$ cat src/rtl/picomips_pkg.sv
// Shared picoMIPS datapath definitions: default widths, the zero-register index and the write-back entry layout.
// Latency: none (types and constants only).
// Backpressure: none (types and constants only).
package picomips_pkg;

  localparam int N_DEFAULT    = 8;
  localparam int NREG_DEFAULT = 8;
  localparam int REG_ZERO     = 0;

  localparam int AW_DEFAULT   = $clog2(NREG_DEFAULT);

  // Write-back entry at the default datapath size. Blocks that are
  // parameterised to other sizes declare a same-shaped local type.
  typedef struct packed {
    logic                  valid;
    logic [AW_DEFAULT-1:0] addr;
    logic [N_DEFAULT-1:0]  data;
  } wb_entry_t;

endpackage

$ cat src/rtl/regs_wb_rdport.sv
// Read-port mux: returns the zero register, the array entry, or (with REGS_WB_BYPASS_EN) the pending write-back data.
// Latency: 0 cycles, purely combinational from address, array contents and pending entry.
// Backpressure: none; a read is answered on every cycle.
module regs_rdport
  import picomips_pkg::*;
#(
  parameter int n    = N_DEFAULT,
  parameter int NREG = NREG_DEFAULT
) (
  input  logic [NREG*n-1:0]         regs_flat,
  input  logic [$clog2(NREG)-1:0]   raddr,
  input  logic                      pend_v,
  input  logic [$clog2(NREG)-1:0]   pend_addr,
  input  logic [n-1:0]              pend_data,
  output logic [n-1:0]              rdata
);

  localparam int AW = $clog2(NREG);

`ifndef REGS_WB_BYPASS_EN
  // Pending entry is only consulted when forwarding is built in.
  logic unused_bypass;
  assign unused_bypass = ^{pend_v, pend_addr, pend_data};
`endif

  // Zero register reads 0; otherwise array entry, overridden by a matching pending write when forwarding.
  always_comb begin
    rdata = '0;
    if (raddr != AW'(REG_ZERO)) begin
      rdata = regs_flat[int'(raddr)*n +: n];
`ifdef REGS_WB_BYPASS_EN
      if (pend_v && (pend_addr == raddr)) begin
        rdata = pend_data;
      end
`endif
    end
  end

endmodule

$ cat src/rtl/regs_wb.sv
// picoMIPS 2-read/1-write register file with a one-deep write-back register; optional forwarding via REGS_WB_BYPASS_EN.
// Latency: write captured at edge k, committed at edge k+1; reads are combinational (0 cycles).
// Backpressure: none; a write is accepted every cycle, a commit and a new capture may share one edge.
module regs_wb
  import picomips_pkg::*;
#(
  parameter int n    = N_DEFAULT,
  parameter int NREG = NREG_DEFAULT
) (
  input  logic                      clk,
  input  logic                      reset,
  input  logic                      w,
  input  logic [$clog2(NREG)-1:0]   Waddr,
  input  logic [n-1:0]              wdata,
  input  logic [$clog2(NREG)-1:0]   Raddr1,
  input  logic [$clog2(NREG)-1:0]   Raddr2,
  output logic [n-1:0]              Rdata1,
  output logic [n-1:0]              Rdata2,
  output logic                      wb_pending
);

  localparam int AW = $clog2(NREG);

  // Write-back register states: IDLE holds nothing, PEND holds an uncommitted write.
  localparam logic [0:0] ST_IDLE = 1'b0;
  localparam logic [0:0] ST_PEND = 1'b1;

  // Same layout as wb_entry_t, sized to this instance's parameters.
  typedef struct packed {
    logic          valid;
    logic [AW-1:0] addr;
    logic [n-1:0]  data;
  } wb_t;

  logic [0:0]    state;
  logic [0:0]    state_nxt;
  logic [AW-1:0] pend_addr;
  logic [n-1:0]  pend_data;
  wb_t           pend;
  logic          wr_vld;

  logic [n-1:0]       mem [NREG];
  logic [NREG*n-1:0]  regs_flat;

  // Writes aimed at the zero register are dropped before they reach the write-back register.
  assign wr_vld = w && (Waddr != AW'(REG_ZERO));

  // Next state: any valid write lands in PEND, otherwise the pending entry drains to IDLE.
  always_comb begin
    state_nxt = ST_IDLE;
    case (state)
      ST_IDLE: state_nxt = wr_vld ? ST_PEND : ST_IDLE;
      ST_PEND: state_nxt = wr_vld ? ST_PEND : ST_IDLE;
      default: state_nxt = ST_IDLE;
    endcase
  end

  // Write-back register: capture the incoming write; reset discards whatever was pending.
  always_ff @(posedge clk) begin
    if (reset) begin
      state     <= ST_IDLE;
      pend_addr <= '0;
      pend_data <= '0;
    end else begin
      state <= state_nxt;
      if (wr_vld) begin
        pend_addr <= Waddr;
        pend_data <= wdata;
      end
    end
  end

  // Register array: commit the pending entry; it is read from the old register value, so a
  // capture on the same edge never overwrites what is being committed.
  always_ff @(posedge clk) begin
    if (reset) begin
      for (int i = 0; i < NREG; i++) begin
        mem[i] <= '0;
      end
    end else if (state == ST_PEND) begin
      mem[pend_addr] <= pend_data;
    end
  end

  // Flatten the array so each read port can take it as a single vector.
  for (genvar gi = 0; gi < NREG; gi++) begin : g_flat
    assign regs_flat[gi*n +: n] = mem[gi];
  end

  assign pend.valid = (state == ST_PEND);
  assign pend.addr  = pend_addr;
  assign pend.data  = pend_data;

  assign wb_pending = pend.valid;

  regs_rdport #(.n(n), .NREG(NREG)) u_rd1 (
    .regs_flat (regs_flat),
    .raddr     (Raddr1),
    .pend_v    (pend.valid),
    .pend_addr (pend.addr),
    .pend_data (pend.data),
    .rdata     (Rdata1)
  );

  regs_rdport #(.n(n), .NREG(NREG)) u_rd2 (
    .regs_flat (regs_flat),
    .raddr     (Raddr2),
    .pend_v    (pend.valid),
    .pend_addr (pend.addr),
    .pend_data (pend.data),
    .rdata     (Rdata2)
  );

endmodule

$ cat config.mk
export PLATFORM = sky130hd
export DESIGN_NAME = regs_wb
export DESIGN_NICKNAME = d
export VERILOG_FILES = /design/src/rtl/picomips_pkg.sv /design/src/rtl/regs_wb_rdport.sv /design/src/rtl/regs_wb.sv
export SDC_FILE = /design/constraint.sdc
export NUM_CORES = 1
export LEC_CHECK = 0
export CAP_MARGIN = 20
export CORE_MARGIN = 5
export CORE_UTILIZATION = 40
export DETAILED_ROUTE_END_ITERATION = 6
export PLACE_DENSITY = 0.59
export SLEW_MARGIN = 0
export SYNTH_ARGS = -nofsm -noshare
export SYNTH_HDL_FRONTEND = slang
export SYNTH_SLANG_ARGS = --single-unit
$ cat constraint.sdc
create_clock -name clk -period 1.31 [get_ports clk]
set_input_delay 0.131 -clock clk [delete_from_list [all_inputs] [get_ports clk]]
set_output_delay 0.131 -clock clk [all_outputs]
set_load 0.005 [all_outputs]
==> impl_metrics.json <==
{
  "row_count": 34,
  "finalHoldViolCount": 0,
  "worstPathArrival_ps": 1610,
  "finalCriticalPeriod_ps": 1737,
  "yosysWarnings": 0,
  "first_global_vias": 2822,
  "netlist_instances": 296,
  "worst_setup_path_start_kind": "register",
  "seq_area_frac_synth_pct": 53.74,
  "post_synth.cell_area_avg_um2": 12.08,
  "core_area_um2": 8721,
  "relSlewSlack_pct": 76.18,
  "syn2layout_area_growth_pct": 38.03,
  "grt_usage_pct": 17.90,
  "crit_family": "flip-flops",
  "synth_cell_types": 30,
  "slowest_stage": "edfxtp_1",
  "cp_max_fo": 2,
  "io_pins": 37,
  "drtAntennaViolNets": 0,
  "final.period_utilization_pct": 132.6,
  "fp.dieW_um": 104.6,
  "ir_drop_mv": 0.5780,
  "fin_nets": 410,
  "tightest_slew_ps": 356.9,
  "setup_violations": 40,
  "final_cell_area_um2": 4936,
  "drc_errors": 0,
  "port_buffers": 36,
  "start_util_pct": 41.00,
  "clk_pin_slew_worst_paths_ps": 70,
  "wl_mm": 9.506,
  "fmax_ghz": 0.5759,
  "cts_max_path_buffers": 2,
  "floorplan.die_area_um2": 10930,
  "die_h_um": 104.6,
  "place_hpwl_mm": 6.797,
  "grt-ovfl-total": 0,
  "reg2reg_from": "wb_pending$_SDFF_PP0_",
  "ys_ff_latch": 68,
  "vias_per_cell": 5.344,
  "p_per_area_nw_per_um2": 999.2,
  "layout_setup_ws_ps": -426.6,
  "crit_path_end": "Rdata2[7]",
  "skew_ps": 9.955,
  "cp_num_buf_inv": 2,
  "maxCapViolCount": 0,
  "drive_gt1_share_pct": 41.52,
  "drtPass1Iterations": 4,
  "timing.hold.ws_ps": 342.7,
  "end_kind": "output port",
  "min_path_type": "in -> reg",
  "max_stage_delay_ps": 420,
  "antennaDiodeCount": 0,
  "vias": 2688,
  "r2r-end": "mem[4][0]$_SDFFCE_PN0P_",
  "failed_checks": "negative setup slack",
  "syn_nets": 316,
  "drv_slew": 0,
  "rrSetupSlack_ps": -100,
  "drt-wirelength-per-cell_um": 18.90,
  "cts_tree": "built",
  "stdcell_count": 503,
  "synth_area_um2": 3576,
  "path_depth": 5,
  "worst-r2r-cell-count": 3,
  "grt_max_degree": 17,
  "rsz0062_at_grt": "yes",
  "cts_buffers": 9,
  "outcome": "finished with violations",
  "clkLatencyLatePin_ps": 340,
  "crit_chain": "mux2_4, a221oi_2, buf_4, a311oi_1, buf_2",
  "clock-root-buffer": "clkbuf_8",
  "cp_data_required_time_ps": 1180,
  "setup.worst_path.class": "reg -> out",
  "grt_first_pass_wirelength_mm": 15.21,
  "placed_cells": 478,
  "htreeDepth": 3,
  "cp-startpoint": "mem[1][7]$_SDFFCE_PN0P_",
  "dr.first_iter.drc_count": 155,
  "utilization_pct": 56.60,
  "gp_congestion": 0.8916,
  "place_area_um2": 4423,
  "antenna_found_initial": 0,
  "cts_num_sinks": 68,
  "p_leak_nw": 1.955
}
==> layout make-up <==
class                   count  area [um2]
fillers                   744        3785
clock buffers               9       123.9
flip-flops and latches     68        1926
well taps                 108       135.1
repair buffers            103       827.0
clock inverters             7       67.56
multi-input cells         208        1857
==> logic make-up (layout without fill, tap and decap cells) <==
family          count (synthesis)  after routing  share of synthesized area, %
simple gates                  108            108                         17.91
flops                          68             68                         53.74
compound gates                 60             60                         12.88
mux                            40             40                         12.11
buf+inv                        20            119                         3.359
==> timing repair <==
item                       4_1_cts  5_1_grt
setup buffers                    9        4
hold buffers                     0        0
pin swaps                       31       13
gates resized for setup        120       19
gates cloned                     0        0
setup endpoints to repair       81      104
==> how the worst min path moves through the flow <==
stage                               from                   endpoint  slack [ps]  depth (start not counted)
2_1_floorplan                   wdata[0]  pend_data[0]$_SDFFE_PP0P_         270                          2
3_5_place_dp   pend_data[2]$_SDFFE_PP0P_  pend_data[2]$_SDFFE_PP0P_         540                          2
4_1_cts                         wdata[7]  pend_data[7]$_SDFFE_PP0P_         330                          3
5_1_grt                         wdata[4]  pend_data[4]$_SDFFE_PP0P_         340                          3
6_report                        wdata[6]  pend_data[6]$_SDFFE_PP0P_         340                          3
3_3_place_gp   pend_data[2]$_SDFFE_PP0P_  pend_data[2]$_SDFFE_PP0P_         540                          2
==> tightest hold or removal path, delay by kind of cell <==
| kind | cells | cell delay, ps |
|---|---|---|
| simple gates | 1 | 50 |
| compound gates | 1 | 50 |
| buf+inv | 1 | 390 |
==> placed cells by master, fill, tap and decap left out, types with 4 or more instances in the layout <==
master           synthesis  final
a211oi_1                 8      7
a21oi_1                 12     11
a221oi_2                 1     13
a221oi_4                 0      7
a311oi_1                 8      7
and2_1                  57     51
and2_4                   0      6
buf_2                    6     16
buf_4                    4     59
buf_6                    3      6
clkbuf_8                 0      9
clkdlybuf4s50_1          0     14
dfxtp_1                 12      9
dlygate4sd2_1            0      4
edfxtp_1                56     56
mux2_4                   4     14
mux2i_1                 26     26
nand2_1                 17     17
nor2_1                   7      4
nor2_4                   3      6
nor2b_1                 11     11
or2_4                    0      7
==> Yosys cell counts (all sizes together) <==
master | number | area share [%]
clkbuf | 6 | 0.63
a221oi | 20 | 5.1
nand2 | 17 | 1.8
mux2 | 14 | 4.8
mux2i | 26 | 7.3
edfxtp | 56 | 47
a22oi | 5 | 1.0
o21ai | 3 | 0.42
nor2b | 11 | 1.9
or2 | 7 | 1.2
o31a | 1 | 0.24
o21a | 2 | 0.42
buf | 14 | 2.7
nor3 | 1 | 0.28
a311oi | 8 | 2.0
and2 | 57 | 10
a211oi | 8 | 1.7
a21oi | 12 | 1.7
dfxtp | 12 | 6.7
or3b | 1 | 0.31
nand2b | 3 | 0.52
nand3b | 1 | 0.21
nor2 | 10 | 1.7
o31ai | 1 | 0.35
==> power breakdown <==
| part | total (mW) | internal [mW] | switching [mW] | leakage, nW |
|---|---|---|---|---|
| Combinational | 0.789 | 0.409 | 0.380 | 1.19 |
| Clock | 1.65 | 0.868 | 0.779 | 0.0926 |
| Sequential | 2.50 | 2.42 | 0.0768 | 0.676 |
==> per-layer routing <==
layer / vias to the layer above / part of all wire, % / global-route usage [%]
li1: 1300 / - / -
met1: 1301 / 42 / 22.51
met2: 69 / 51 / 30.68
met3: 18 / 5.0 / 3.761
met4: 0 / 2.0 / 5.920
met5: - / 0 / 0
==> state kept, by name, summed over array words and instances, names as in the netlist <==
signal	count
mem	56
pend_addr	3
pend_data	8
wb_pending	1
==> stage by stage <==
stage / setup WS [ps] / total power, mW / TNS (ps)
6_report: -426.6 / 4.932 / -7108
5_1_grt: -486.6 / 5.123 / -9879
4_1_cts: -444.6 / 4.944 / -7356
3_5_place_dp: -1066 / 3.249 / -49880
3_3_place_gp: -1068 / 3.242 / -47840
2_1_floorplan: -47.91 / 2.856 / -1150
(Power assumes the default switching activity.)
